File: src/rtl/axis_selector_sequencer_if.sv
// Bus bundle between the routing sequencer and its configuration/consumer side.
// Scalar clock and reset stay outside the bundle.
//
// Handshake semantics: there is no backpressure on this bus. cfg_commit is a
// single-cycle strobe that is always accepted. sel_gate acts as the "valid"
// for the routed data: consumers must treat data as valid only while
// sel_gate=1. slot_start marks the first cycle a new axis_selector word is
// presented. Every output of the sequencer is driven from a register.
interface axis_selector_sequencer_if #(
  parameter int NUM_SLOTS   = 4,
  parameter int DWELL_WIDTH = 32
);
  localparam int IW = $clog2(NUM_SLOTS);
  localparam int NW = IW + 1;

  // configuration side
  logic [NUM_SLOTS*32-1:0] cfg_slots;
  logic [NW-1:0]           cfg_num_slots;
  logic [DWELL_WIDTH-1:0]  cfg_dwell;
  logic                    cfg_commit;
  logic                    enable;

  // routing / status side
  logic [31:0]             axis_selector;
  logic                    sel_gate;
  logic [IW-1:0]           slot_index;
  logic                    slot_start;
  logic                    running;
  logic                    cfg_pending;
  logic [1:0]              dbg_state;

  // controller / testbench view
  modport master (
    output cfg_slots, cfg_num_slots, cfg_dwell, cfg_commit, enable,
    input  axis_selector, sel_gate, slot_index, slot_start, running,
           cfg_pending, dbg_state
  );

  // sequencer view
  modport slave (
    input  cfg_slots, cfg_num_slots, cfg_dwell, cfg_commit, enable,
    output axis_selector, sel_gate, slot_index, slot_start, running,
           cfg_pending, dbg_state
  );
endinterface

File: src/rtl/axis_selector_sequencer.sv
// axis_selector_sequencer: steps round-robin through committed routing words
// for the 6-output AXIS selector, holding each for a programmable dwell and
// gating the data low while the selector's input register refills after a
// route change. Configuration is double-buffered (shadow -> active) and the
// active set only changes on an IDLE exit or a slot boundary.
module axis_selector_sequencer #(
  parameter int NUM_SLOTS     = 4,
  parameter int DWELL_WIDTH   = 32,
  parameter int SETTLE_CYCLES = 2
) (
  input logic                      a_clk,
  input logic                      reset,
  axis_selector_sequencer_if.slave bus
);

  localparam int IW = $clog2(NUM_SLOTS);
  localparam int NW = IW + 1;
  localparam int SW = $clog2(SETTLE_CYCLES + 1);

  typedef enum logic [1:0] {
    ST_IDLE   = 2'd0,
    ST_SETTLE = 2'd1,
    ST_DWELL  = 2'd2
  } state_t;

  // shadow set, written by cfg_commit (raw values)
  logic [31:0]            r_sh_slots [NUM_SLOTS];
  logic [NW-1:0]          r_sh_num;
  logic [DWELL_WIDTH-1:0] r_sh_dwell;

  // active set, sanitised copy of shadow
  logic [31:0]            r_act_slots [NUM_SLOTS];
  logic [NW-1:0]          r_act_num;
  logic [DWELL_WIDTH-1:0] r_act_dwell;
  logic                   r_pending;

  // sequencer state and registered outputs
  state_t                 r_state;
  logic [DWELL_WIDTH-1:0] r_dwell_cnt;
  logic [SW-1:0]          r_settle_cnt;
  logic [IW-1:0]          r_idx;
  logic [31:0]            r_axis_sel;
  logic                   r_gate;
  logic                   r_slot_start;
  logic                   r_running;

  logic                   w_dwell_last;
  logic                   w_boundary;
  logic                   w_apply;
  logic                   w_idx_last;
  logic [IW-1:0]          w_next_idx;
  logic [31:0]            w_next_word;
  logic [NW-1:0]          w_san_num;
  logic [DWELL_WIDTH-1:0] w_san_dwell;

  // Boundary detection, next slot selection and shadow sanitising.
  // The dwell counter only counts up to dwell-1, so the maximum dwell value
  // never needs a wider counter.
  always_comb begin
    w_dwell_last = (r_state == ST_DWELL) &&
                   (r_dwell_cnt == r_act_dwell - DWELL_WIDTH'(1));
    w_boundary   = bus.enable && ((r_state == ST_IDLE) || w_dwell_last);
    w_apply      = w_boundary && r_pending;
    w_idx_last   = ({1'b0, r_idx} == r_act_num - NW'(1));

    w_next_idx = '0;
    if ((r_state == ST_DWELL) && !r_pending && !w_idx_last) begin
      w_next_idx = r_idx + IW'(1);
    end
    // a pending set restarts at its own slot 0
    w_next_word = r_pending ? r_sh_slots[0] : r_act_slots[w_next_idx];

    w_san_num = r_sh_num;
    if (r_sh_num == '0) begin
      w_san_num = NW'(1);
    end else if (r_sh_num > NW'(NUM_SLOTS)) begin
      w_san_num = NW'(NUM_SLOTS);
    end
    w_san_dwell = (r_sh_dwell == '0) ? DWELL_WIDTH'(1) : r_sh_dwell;
  end

  // Shadow capture on commit, shadow->active copy on a boundary event.
  // A commit in the same cycle as a boundary lands in shadow only and keeps
  // pending set, so it is applied at the following boundary.
  always_ff @(posedge a_clk) begin
    if (reset) begin
      for (int k = 0; k < NUM_SLOTS; k++) begin
        r_sh_slots[k]  <= '0;
        r_act_slots[k] <= '0;
      end
      r_sh_num    <= NW'(1);
      r_sh_dwell  <= DWELL_WIDTH'(1);
      r_act_num   <= NW'(1);
      r_act_dwell <= DWELL_WIDTH'(1);
      r_pending   <= 1'b0;
    end else begin
      if (bus.cfg_commit) begin
        for (int k = 0; k < NUM_SLOTS; k++) begin
          r_sh_slots[k] <= bus.cfg_slots[32*k +: 32];
        end
        r_sh_num   <= bus.cfg_num_slots;
        r_sh_dwell <= bus.cfg_dwell;
      end
      if (w_apply) begin
        for (int k = 0; k < NUM_SLOTS; k++) begin
          r_act_slots[k] <= r_sh_slots[k];
        end
        r_act_num   <= w_san_num;
        r_act_dwell <= w_san_dwell;
      end
      if (bus.cfg_commit) begin
        r_pending <= 1'b1;
      end else if (w_apply) begin
        r_pending <= 1'b0;
      end
    end
  end

  // Sequencer FSM: IDLE -> SETTLE (gate low) -> DWELL (gate high), looping
  // through slots; an unchanged word skips SETTLE. enable low forces IDLE.
  always_ff @(posedge a_clk) begin
    if (reset) begin
      r_state      <= ST_IDLE;
      r_dwell_cnt  <= '0;
      r_settle_cnt <= '0;
      r_idx        <= '0;
      r_axis_sel   <= '0;
      r_gate       <= 1'b0;
      r_slot_start <= 1'b0;
      r_running    <= 1'b0;
    end else begin
      r_slot_start <= 1'b0;
      if (!bus.enable) begin
        r_state      <= ST_IDLE;
        r_gate       <= 1'b0;
        r_running    <= 1'b0;
        r_idx        <= '0;
        r_dwell_cnt  <= '0;
        r_settle_cnt <= '0;
      end else begin
        case (r_state)
          ST_IDLE: begin
            r_axis_sel   <= w_next_word;
            r_idx        <= w_next_idx;
            r_slot_start <= 1'b1;
            r_running    <= 1'b1;
            r_gate       <= 1'b0;
            r_settle_cnt <= '0;
            r_state      <= ST_SETTLE;
          end
          ST_SETTLE: begin
            if (r_settle_cnt == SW'(SETTLE_CYCLES - 1)) begin
              r_state     <= ST_DWELL;
              r_gate      <= 1'b1;
              r_dwell_cnt <= '0;
            end else begin
              r_settle_cnt <= r_settle_cnt + SW'(1);
            end
          end
          ST_DWELL: begin
            if (w_dwell_last) begin
              r_idx        <= w_next_idx;
              r_axis_sel   <= w_next_word;
              r_slot_start <= 1'b1;
              r_dwell_cnt  <= '0;
              if (w_next_word == r_axis_sel) begin
                // same route: the selector register needs no refill
                r_gate <= 1'b1;
              end else begin
                r_gate       <= 1'b0;
                r_settle_cnt <= '0;
                r_state      <= ST_SETTLE;
              end
            end else begin
              r_dwell_cnt <= r_dwell_cnt + DWELL_WIDTH'(1);
            end
          end
          default: begin
            r_state   <= ST_IDLE;
            r_gate    <= 1'b0;
            r_running <= 1'b0;
          end
        endcase
      end
    end
  end

  assign bus.axis_selector = r_axis_sel;
  assign bus.sel_gate      = r_gate;
  assign bus.slot_index    = r_idx;
  assign bus.slot_start    = r_slot_start;
  assign bus.running       = r_running;
  assign bus.cfg_pending   = r_pending;
  assign bus.dbg_state     = r_state;

endmodule

File: src/flat_wrapper.sv
// flat-port wrapper written by rule: the top's interface ports become plain ports
module axis_selector_sequencer_flat 
#(
  parameter int NUM_SLOTS     = 4,
  parameter int DWELL_WIDTH   = 32,
  parameter int SETTLE_CYCLES = 2
)
  (a_clk, reset, bus_cfg_slots, bus_cfg_num_slots, bus_cfg_dwell, bus_cfg_commit, bus_enable, bus_axis_selector, bus_sel_gate, bus_slot_index, bus_slot_start, bus_running, bus_cfg_pending, bus_dbg_state);
  axis_selector_sequencer_if #(.NUM_SLOTS(NUM_SLOTS), .DWELL_WIDTH(DWELL_WIDTH)) bus_i ();
  input logic a_clk;
  input logic reset;
  input wire logic [$bits(bus_i.cfg_slots)-1:0] bus_cfg_slots;
  input wire logic [$bits(bus_i.cfg_num_slots)-1:0] bus_cfg_num_slots;
  input wire logic [$bits(bus_i.cfg_dwell)-1:0] bus_cfg_dwell;
  input wire logic [$bits(bus_i.cfg_commit)-1:0] bus_cfg_commit;
  input wire logic [$bits(bus_i.enable)-1:0] bus_enable;
  output wire logic [$bits(bus_i.axis_selector)-1:0] bus_axis_selector;
  output wire logic [$bits(bus_i.sel_gate)-1:0] bus_sel_gate;
  output wire logic [$bits(bus_i.slot_index)-1:0] bus_slot_index;
  output wire logic [$bits(bus_i.slot_start)-1:0] bus_slot_start;
  output wire logic [$bits(bus_i.running)-1:0] bus_running;
  output wire logic [$bits(bus_i.cfg_pending)-1:0] bus_cfg_pending;
  output wire logic [$bits(bus_i.dbg_state)-1:0] bus_dbg_state;
  assign bus_i.cfg_slots = bus_cfg_slots;
  assign bus_i.cfg_num_slots = bus_cfg_num_slots;
  assign bus_i.cfg_dwell = bus_cfg_dwell;
  assign bus_i.cfg_commit = bus_cfg_commit;
  assign bus_i.enable = bus_enable;
  assign bus_axis_selector = bus_i.axis_selector;
  assign bus_sel_gate = bus_i.sel_gate;
  assign bus_slot_index = bus_i.slot_index;
  assign bus_slot_start = bus_i.slot_start;
  assign bus_running = bus_i.running;
  assign bus_cfg_pending = bus_i.cfg_pending;
  assign bus_dbg_state = bus_i.dbg_state;
  axis_selector_sequencer #(.NUM_SLOTS(NUM_SLOTS), .DWELL_WIDTH(DWELL_WIDTH), .SETTLE_CYCLES(SETTLE_CYCLES)) u_core (.a_clk(a_clk), .reset(reset), .bus(bus_i));
endmodule
File: config.mk
export PLATFORM = sky130hd
export DESIGN_NAME = axis_selector_sequencer_flat
export DESIGN_NICKNAME = d
export VERILOG_FILES = /design/src/rtl/axis_selector_sequencer_if.sv /design/src/rtl/axis_selector_sequencer.sv /design/src/flat_wrapper.sv
export SDC_FILE = /design/constraint.sdc
export NUM_CORES = 1
export LEC_CHECK = 0
export ABC_AREA = 1
export CORE_UTILIZATION = 50
export DETAILED_ROUTE_END_ITERATION = 8
export PLACE_DENSITY_LB_ADDON = 0.08
export RECOVER_POWER = 100
export SETUP_SLACK_MARGIN = 0.05
export SKIP_CTS_REPAIR_TIMING = 1
export SLEW_MARGIN = 10
export SYNTH_ARGS = -nofsm -noshare
export SYNTH_HDL_FRONTEND = slang
export SYNTH_SLANG_ARGS = --single-unit
File: constraint.sdc
create_clock -name a_clk -period 6.9 [get_ports a_clk]
set_input_delay 1.035 -clock a_clk [delete_from_list [all_inputs] [get_ports a_clk]]
set_output_delay 1.035 -clock a_clk [all_outputs]
set_load 0.005 [all_outputs]
# == Yosys cells after proc, flatten, opt, wreduce, memory -nomap -nowiden ==
# Memories as Yosys holds them, arrays and structs flattened.
# Cells that the tools add are included.
# op_classes
magnitude_cmp,1
mux,45
n_eq_ne,10
addsub,5
bitwise_logic,9
n_reduce_logical,23
# op_table
operator,count
$mux W32,13
$pmux W32 S2,2
$eq A32 B32 Y1,2
$add A32 B1 Y32 const B,1
$logic_not A32 Y1,1
$sub A32 B1 Y32 const B,1
$mux W2,8
$mux W1,14
$pmux W2 S3,2
$or A1 B1 Y1,8
$mux W3,2
$pmux W1 S2,3
$reduce_and A2 Y1,3
$reduce_and A3 Y1,2
$reduce_bool A2 Y1,3
$logic_and A1 B1 Y1,5
$add A2 B1 Y2 const B,2
$eq A2 B1 Y1 const B,2
$ne A2 B1 Y1 const B,2
$ne A2 B2 Y1 const B,2
$pmux W2 S2,1
$reduce_and A4 Y1,1
$reduce_or A2 Y1,2
$eq A2 B3 Y1,1
other kinds (9),10
# word_totals
regBits,144
ramBits,256
out_inout_bits,40
wordCells,108
n_memories,2
# mem_list
name,words,width,rd,rd_ports_with_merged_regs,wr,line_no,rtl
u_core.r_act_slots,4,32,1,0,4,axis_selector_sequencer.sv:32,logic [31:0] r_act_slots [NUM_SLOTS];
u_core.r_sh_slots,4,32,4,0,4,axis_selector_sequencer.sv:27,logic [31:0] r_sh_slots [NUM_SLOTS];

# == Longest topological paths before layout ==
# Gate-level depths: netlist of the first run.
# An unclocked memory read counts as a cell.
# depth
ltp_word,11
ltp_mapped,24
depth_no_buf,23

# == Worst setup path before layout of the first run ==
# OpenSTA, ideal clock, no wires.
# synth_timing
path_kind,input to register
startpoint,input port reset
endpoint,memory u_core.r_sh_slots[0][0] (enable)
cell_stages,4
arrival_ns,5.136
t_required_ns,6.360
path_buffers,2
setup_slack_ns,1.224
setup_time_ns,0.540
path_cell_list,clkbuf_1 nor2_1 inv_1 clkbuf_1
# synth_rtl
element,line_no,rtl
"start, declared",flat_wrapper.sv:11,input logic reset;
"end, declared",axis_selector_sequencer.sv:27,

==> results of run 1 <==
worst reg2reg max path, cell delays in order, from the launching register on:
cell and delay (ps):
dfxtp_2 360, clkbuf_1 1970, nand3_1 1350, nand2_4 980
buf_12 440
state kept, by name (all words and copies together), names as in the netlist, 3 cells and up:
name,flops
u_core.bus.axis_selector,32
u_core.r_act_dwell,32
u_core.r_act_num,3
u_core.r_act_slots,128
u_core.r_dwell_cnt,32
u_core.r_sh_dwell,32
u_core.r_sh_num,3
u_core.r_sh_slots,128
cell usage after synthesis (8+ instances only):
library cell,number
nand2_1,484
inv_1,384
nor2_1,271
edfxtp_1,256
nand3_1,170
dfxtp_1,144
nor2_4,102
nand4_1,62
clkbuf_1,53
a21oi_1,51
o21ai_0,51
xor2_1,41
nor3_1,31
xnor2_1,28
buf_2,21
a22o_1,10
buf_12,10
ha_1,8
nor4_1,8
per-layer routing:
layer  part of all wire, %  up-vias
met2                    42      605
li1                      -     7447
met3                   9.0       71
met1                    46     7016
met5                     0        -
met4                   2.4        0
metrics by stage:
step           utilization [%]  instances  hold slack, ps
4_1_cts                   60.6       2972             455
2_1_floorplan                -       2247             419
5_1_grt                   58.7       2972             482
6_report                  58.7       2972             452
3_3_place_gp              56.8       2890             441
3_5_place_dp              56.8       2890             441
cell families (layout without fill, tap and decap cells):
group	Yosys count	count (layout)	synth area share [%]
flops	400	400	53.6
compound gates	123	123	3.43
fa+ha+maj	8	8	0.508
xor+xnor	69	69	3.07
buf+inv	486	693	10.4
simple gates	1161	1161	29.0
path summary, 6_finish.rpt:
check / cells after the start / slack, ps / startpoint / to
worst max-delay path: 5 / 1370 / reset / u_core.r_sh_slots[0][31]
worst min-delay path: 2 / 450 / u_core.r_act_num[1] / u_core.r_act_num[1]
worst max register to register: 4 / 1400 / u_core.bus.cfg_pending / u_core.r_act_slots[3][17]
worst min register to register: 2 / 450 / u_core.r_act_num[1] / u_core.r_act_num[1]
final cells by class:
cell class              instances  area (µm²)
multi-input cells            1361        6380
inverters                     391        1480
fillers                      3553       16000
clock buffers                  55        1200
repair buffers                220        2180
flip-flops and latches        400       10600
clock inverters                27         278
well taps                     518         648
power by group through the flow:
stage	registers [mW]	clock network, mW	logic, mW
global route	2.84	2.51	0.847
CTS	2.83	2.42	0.812
floorplan	2.83	0	0.514
finish	2.83	2.39	0.757
global placement	2.88	0	0.800
detailed placement	2.88	0	0.806
==> impl_metrics.ini, run 1 <==
[clock_network]
clock_latency_ps = 580
cts_buffers = 44
cts_tree = yes
clkTransAtPathRegs_ps = 60
cts_root_buf = clkbuf_16
cts.sinks = 400
htreeDepth = 2
clk_path_buf_depth = 3

[timing]
slew_headroom_pct = -88.9
worst_pin_slew_ps = 2830
period_needed_ps = 5530
grt_setup_unrepaired = false
finClkSkew_ps = 22.3
final-hold-violation-count = 0
setup_tns_ps = 0
finalSetupViolations = 0
slew_viol_final = 203
fin_crit_sh_pct = 80.1
fmax_mhz = 181
layout_setup_ws_ps = 1370

[drt]
ant_nets = 0
vias = 15100
wirelength_mm = 52.6
drt_iter0_markers = 1404
drc = 0
via_per_inst = 5.09
firstDrtPassIters = 6
drt-wirelength-per-cell_um = 17.7

[global_routing]
grt_max_degree = 82
grt-ovfl-total = 0
grt_util_met2_pct = 38.3
grt_pass1_vias = 14600
grt_use_met3_pct = 6.22
grtUsageTotal_pct = 26.3
grt_use_met1_pct = 38.8
grt_first_pass_wirelength_mm = 82.2
grt.busiest_layer = met1
antenna_found_initial = 2

[placed_design]
routabilityCongestion = 0.939
hpwlAfterDp_mm = 37.8
placed_cell_area_um2 = 22000
io_buffers = 206
pre_cts_ws_ps = 2090

[die]
coreArea_um2 = 38700
boundaryPins = 207
start_util_pct = 50.9
die_w_um = 201
chipHeight_um = 201
die-area_um2 = 40200
rows = 72

[yosys]
syn_avg_cell_area_um2 = 8.77
synth_top_area_share_pct = 39.0
yosys.area.top_type = edfxtp_1
ys_async_sr_fraction_pct = 0
yosys_most_used_dff = edfxtp_1
ys_types = 44
synthCells = 2247
synth_warnings = 0
ys_seq_area_share_pct = 53.6
syn_area_um2 = 19700
ys_ff_latch = 400
synth_edf_count = 256
synthTopCellsByArea = edfxtp_1, dfxtp_1, nand2_1, inv_1, nor2_4
syn_nets = 2422

[final_layout]
layout_commonest_cell = nand2_1
synthToLayoutAreaGrowth_pct = 15.4
drive_above_1_share_pct = 4.73
design_area_um2 = 22700
antenna_cells = 0
layout_common_cells = nand2_1, inv_1, nor2_1
final_nets = 2593

[power_and_ir_drop]
pwr-share-comb_pct = 12.7
total_power_mw = 5.97
power.internal_mw = 4.41
power_frac_clock_pct = 40.0
switchingPower_mw = 1.57
ir_drop_v = 0.000163
leakage_nw = 10.0
power_density_nw_per_um2 = 263
seqPwrFrac_pct = 47.4
swShare_pct = 26.2

[hold_path]
holdCritPathClass = reg -> reg

[critical_path]
cp-end-kind = flop
critPathBufInv = 3
critPathRequiredTime_ps = 7090
max_stage_delay_ps = 2040
crit_fanout = 71
worst_ep_arrival_time_ps = 5710
cp_cell_sequence = dlygate4sd3_1 -> clkinv_1 -> nand2_4 -> clkbuf_1 -> nor2_1
worst_setup_path_start_kind = input pin
path_class = in -> reg
cpMaxStageDelayCell = clkbuf_1
critical-path-top-delay-family = buffers and inverters

[run]
drv_cap = 3

[status]
violations = max-capacitance violations, max-slew violations
outcome = complete, but fails checks
(Power assumes the default switching activity.)
==> run 2: changes to the inputs <==
Clock period 6.9 ns to 5.71 ns, I/O delays scaled along.
==> impl_metrics.ini, run 2 (synthesis gave the netlist of run 1 again) <==
[critical_path]
r2r-start = u_core.r_act_dwell[0]
worst_ep_arrival_time_ps = 4990
cp_cell_sequence = inv_1 -> ha_1 -> nand3_1 -> nor2_1 -> nand2_1 -> nor2_1 -> xor2_1 -> nor4b_1 -> nand2_1 -> nor2_1 -> nand3_2 -> nand2_1 -> nand2_1 -> nor2_8 -> inv_8 -> clkbuf_1 -> nor2_1
crit_fanout = 56
reg2reg_slack_ps = 1100
rr_endpoint = u_core.r_act_slots[2][0]
max_stage_delay_ps = 490
critPathRequiredTime_ps = 6080
reg2reg_depth = 17
worst_setup_path_start_kind = flop
cp-end-kind = flop
path_class = reg -> reg
cpMaxStageDelayCell = clkbuf_1

[timing]
finClkSkew_ps = 24.9
fmax_mhz = 217
finalSetupViolations = 0
period_needed_ps = 4610
slew_viol_final = 141
setup_tns_ps = 0
grt_setup_unrepaired = false
fin_crit_sh_pct = 80.8
final-hold-violation-count = 0
layout_setup_ws_ps = 1100
timing.hold.ws_ps = 451
slew_headroom_pct = -52.6
worst_pin_slew_ps = 2290

[clock_network]
cts_root_buf = clkbuf_16
cts_buffers = 43
clk_path_buf_depth = 3
htreeDepth = 2
cts.sinks = 400
cts_tree = yes
clkTransAtPathRegs_ps = 60
clock_latency_ps = 560

[placed_design]
hpwlAfterDp_mm = 36.3
dpl.cell_count = 2902
io_buffers = 206
routabilityCongestion = 0.914
pre_cts_ws_ps = 1690

[global_routing]
grt-ovfl-total = 0
grt_first_pass_wirelength_mm = 79.0
grt_pass1_vias = 14200
grt_max_degree = 71
grtUsageTotal_pct = 25.0
antenna_found_initial = 0

[hold_path]
holdPathStages = 2
worst_hold_path.endpoint = u_core.r_act_dwell[1]
hp-start = u_core.r_act_dwell[1]
holdCritPathClass = reg -> reg

[power_and_ir_drop]
leakage_nw = 10.1
power_density_nw_per_um2 = 312
swShare_pct = 25.6
power_frac_clock_pct = 39.5
seqPwrFrac_pct = 47.6
power.internal_mw = 5.32
switchingPower_mw = 1.83
pwr-share-comb_pct = 13.0
ir_drop_v = 0.000189

[drt]
drt_iter0_markers = 1442
firstDrtPassIters = 7
drc = 0
via_per_inst = 5.05
vias = 15100
ant_nets = 0
wirelength_mm = 49.9
drt-wirelength-per-cell_um = 16.8

[status]
outcome = complete, but fails checks
violations = max-capacitance violations, max-slew violations

[die]
coreArea_um2 = 38700
rows = 72
start_util_pct = 50.9
chipHeight_um = 201
die_w_um = 201
boundaryPins = 207
die-area_um2 = 40200

[final_layout]
antenna_cells = 0
drive_above_1_share_pct = 5.89
synthToLayoutAreaGrowth_pct = 16.4
final_nets = 2604
layout_common_cells = nand2_1, inv_1, nor2_1
layout_commonest_cell = nand2_1
reg_top3 = u_core.r_act_slots: 128 flops, u_core.r_sh_slots: 128 flops
final_cells = 2981

[run]
drv_cap = 3
[run 2: changes by cell type in the layout (fill, tap and decap cells not counted), sizes merged]
cell	previous run	this run
dlygate4sd3	41	40
clkbuf	59	68
clkdlybuf4s50	165	166
clkinvlp	4	3
bufinv	4	3
clkinv	21	16
inv	389	388
buf	10	18
[run 2: critical path, delay by kind of cell, from the launching register on]
| kind | cells | cell delay (ps) |
|---|---|---|
| xor+xnor | 1 | 170 |
| simple gates | 12 | 2800 |
| buf+inv | 3 | 830 |
| fa+ha+maj | 1 | 220 |
| flops | 1 | 360 |
[run 2: power groups by stage]
stage,clock network [mW],registers [mW],logic [mW]
2_1_floorplan,0,3.42,0.621
3_3_place_gp,0,3.46,0.972
3_5_place_dp,0,3.46,0.981
4_1_cts,2.87,3.40,0.986
6_report,2.83,3.40,0.928
5_1_grt,2.98,3.42,1.04
[run 2: layout make-up]
type | instances | area [µm²]
fill | 3552 | 15800
sequential | 400 | 10600
multi-input combinational | 1361 | 6540
timing repair buffer | 232 | 2260
inverter | 391 | 1480
clock buffer | 60 | 1260
tap | 518 | 648
clock inverter | 19 | 174
[run 2: layer usage]
metal | part of all wire, % | wire [µm] | track usage, % | up-vias
met1 | 47 | 23700 | 38.5 | 7005
met3 | 7.9 | 3930 | 3.86 | 61
met4 | 1.9 | 944 | 7.01 | 0
li1 | - | - | - | 7471
met2 | 43 | 21400 | 36.3 | 522
met5 | 0 | 0 | 0 | -
[run 2: worst max path at each step]
stage / cells past startpoint / start / endpoint / slack [ps]
floorplan: 4 / reset / u_core.r_sh_slots[0][0] / 210
global placement: 17 / u_core.r_act_dwell[0] / u_core.r_act_slots[0][20] / 1680
detailed placement: 16 / u_core.r_act_dwell[0] / u_core.r_act_slots[0][28] / 1690
CTS: 16 / u_core.r_act_dwell[0] / u_core.r_act_slots[0][20] / 1640
global route: 17 / u_core.r_act_dwell[0] / u_core.r_act_slots[2][0] / 660
finish: 17 / u_core.r_act_dwell[0] / u_core.r_act_slots[2][0] / 1100
[run 2: per-stage QoR]
stage / total power [mW] / util [%] / area, µm²
finish: 7.16 / 59.2 / 22900
global route: 7.44 / 59.2 / 22900
detailed placement: 4.44 / 57.0 / 22100
CTS: 7.26 / 60.8 / 23500
global placement: 4.43 / 57.0 / 22100
floorplan: 4.05 / - / 19700
==> run 3: changes to the inputs <==
Clock period 5.71 ns to 4.65 ns, I/O delays scaled along.
==> impl_metrics.ini, run 3 (synthesis gave the netlist of run 1 again) <==
[status]
outcome = complete, but fails checks
violations = max-capacitance violations, max-slew violations

[die]
die_w_um = 201
rows = 72
die-area_um2 = 40200
chipHeight_um = 201
start_util_pct = 50.9
coreArea_um2 = 38700
boundaryPins = 207

[drt]
via_per_inst = 5.04
drt_iter0_markers = 1320
met2WireLength_mm = 21.7
dr_wl_met3_mm = 3.82
wl_met1_mm = 24.3
vias = 15100
routed.top_layer = met5
ant_nets = 0
drc = 0
drt-wirelength-per-cell_um = 17.1
wirelength_mm = 51.0
firstDrtPassIters = 5

[final_layout]
drive_above_1_share_pct = 5.56
final_nets = 2607
antenna_cells = 0
layout_commonest_cell = nand2_1
synthToLayoutAreaGrowth_pct = 16.3
layout_common_cells = nand2_1, inv_1, nor2_1
reg_top3 = u_core.r_act_slots: 128 flops, u_core.r_sh_slots: 128 flops

[run]
drv_cap = 1

[timing]
fin_crit_sh_pct = 88.2
period_needed_ps = 4100
slew_viol_final = 132
layout_setup_ws_ps = 550
worst_pin_slew_ps = 2690
finalSetupViolations = 0
setup_tns_ps = 0
slew_headroom_pct = -79.4
final-hold-violation-count = 0
finClkSkew_ps = 19.4
fmax_mhz = 244
grt_setup_unrepaired = false

[global_routing]
grt-ovfl-total = 0
grtUsageTotal_pct = 25.4
grt_first_pass_wirelength_mm = 80.0
antenna_found_initial = 1
grt_max_degree = 132
grt_pass1_vias = 14500

[clock_network]
htreeDepth = 2
cts_tree = yes
clock_latency_ps = 580
cts_buffers = 44
clk_path_buf_depth = 3
cts.sinks = 400
cts_root_buf = clkbuf_16
clkTransAtPathRegs_ps = 60

[critical_path]
cpMaxStageDelayCell = clkinvlp_2
worst_ep_arrival_time_ps = 4180
critPathRequiredTime_ps = 4730
cp_cell_sequence = dlygate4sd3_1 -> clkbuf_1 -> nor2_1 -> clkbuf_1 -> clkinvlp_2 -> clkbuf_2
crit_fanout = 47
cpMostUsedCell = clkbuf_1
worst_setup_path_start_kind = input pin
cp-end-kind = flop
max_stage_delay_ps = 990
path_class = in -> reg

[power_and_ir_drop]
leakage_nw = 10.1
ir_drop_v = 0.000247
power_density_nw_per_um2 = 386

[placed_design]
hpwlAfterDp_mm = 36.0
io_buffers = 206
routabilityCongestion = 0.913
pre_cts_ws_ps = 928

[hold_path]
holdCritPathClass = reg -> reg
[run 3: changes by cell type in the layout (fill, tap and decap cells not counted), sizes merged]
cell      before  now
clkinvlp       3    5
clkinv        16   18
inv          388  387
clkbuf        68   64
bufinv         3    4
buf           18   21
[run 3: path summary, 6_finish.rpt]
kind	startpoint	endpoint	slack, ps	depth (start not counted)
max	reset	u_core.r_sh_slots[3][20]	550	6
min	u_core.r_act_num[1]	u_core.r_act_num[1]	450	2
max reg2reg	u_core.r_act_num[0]	u_core.r_settle_cnt[1]	730	24
min reg2reg	u_core.r_act_num[1]	u_core.r_act_num[1]	450	2
[run 3: routing by layer]
metal / track usage [%] / up-vias
met4: 7.99 / 2
met2: 37.6 / 504
met1: 37.1 / 6993
met3: 5.52 / 74
met5: 0.357 / -
li1: - / 7478
[run 3: report_power, final]
part	internal, mW	leakage, nW	switching (mW)
clock	2.08	0.704	1.43
combinational	0.445	5.48	0.713
sequential	4.03	3.90	0.142
[run 3: layout make-up]
cell class	count	area, µm²
fillers	3499	15800
inverters	391	1480
flip-flops and latches	400	10600
clock buffers	57	1220
clock inverters	23	229
multi-input cells	1361	6470
repair buffers	234	2310
well taps	518	648
[run 3: stage by stage]
stage | area, µm² | instances | utilization [%] | power (mW) | hold WS (ps)
after floorplan | 19700 | 2247 | - | 4.96 | 419
after CTS | 23600 | 2984 | 61.0 | 8.99 | 452
after global placement | 22200 | 2904 | 57.2 | 5.46 | 439
after global routing | 22900 | 2984 | 59.2 | 9.21 | 473
after detailed placement | 22200 | 2904 | 57.2 | 5.47 | 439
final | 22900 | 2984 | 59.2 | 8.85 | 451
[run 3: critical path: cells and delay by family]
| family | cells | cell delay, ps |
|---|---|---|
| and+or+nand+nor | 1 | 200 |
| buffers and inverters | 5 | 3240 |
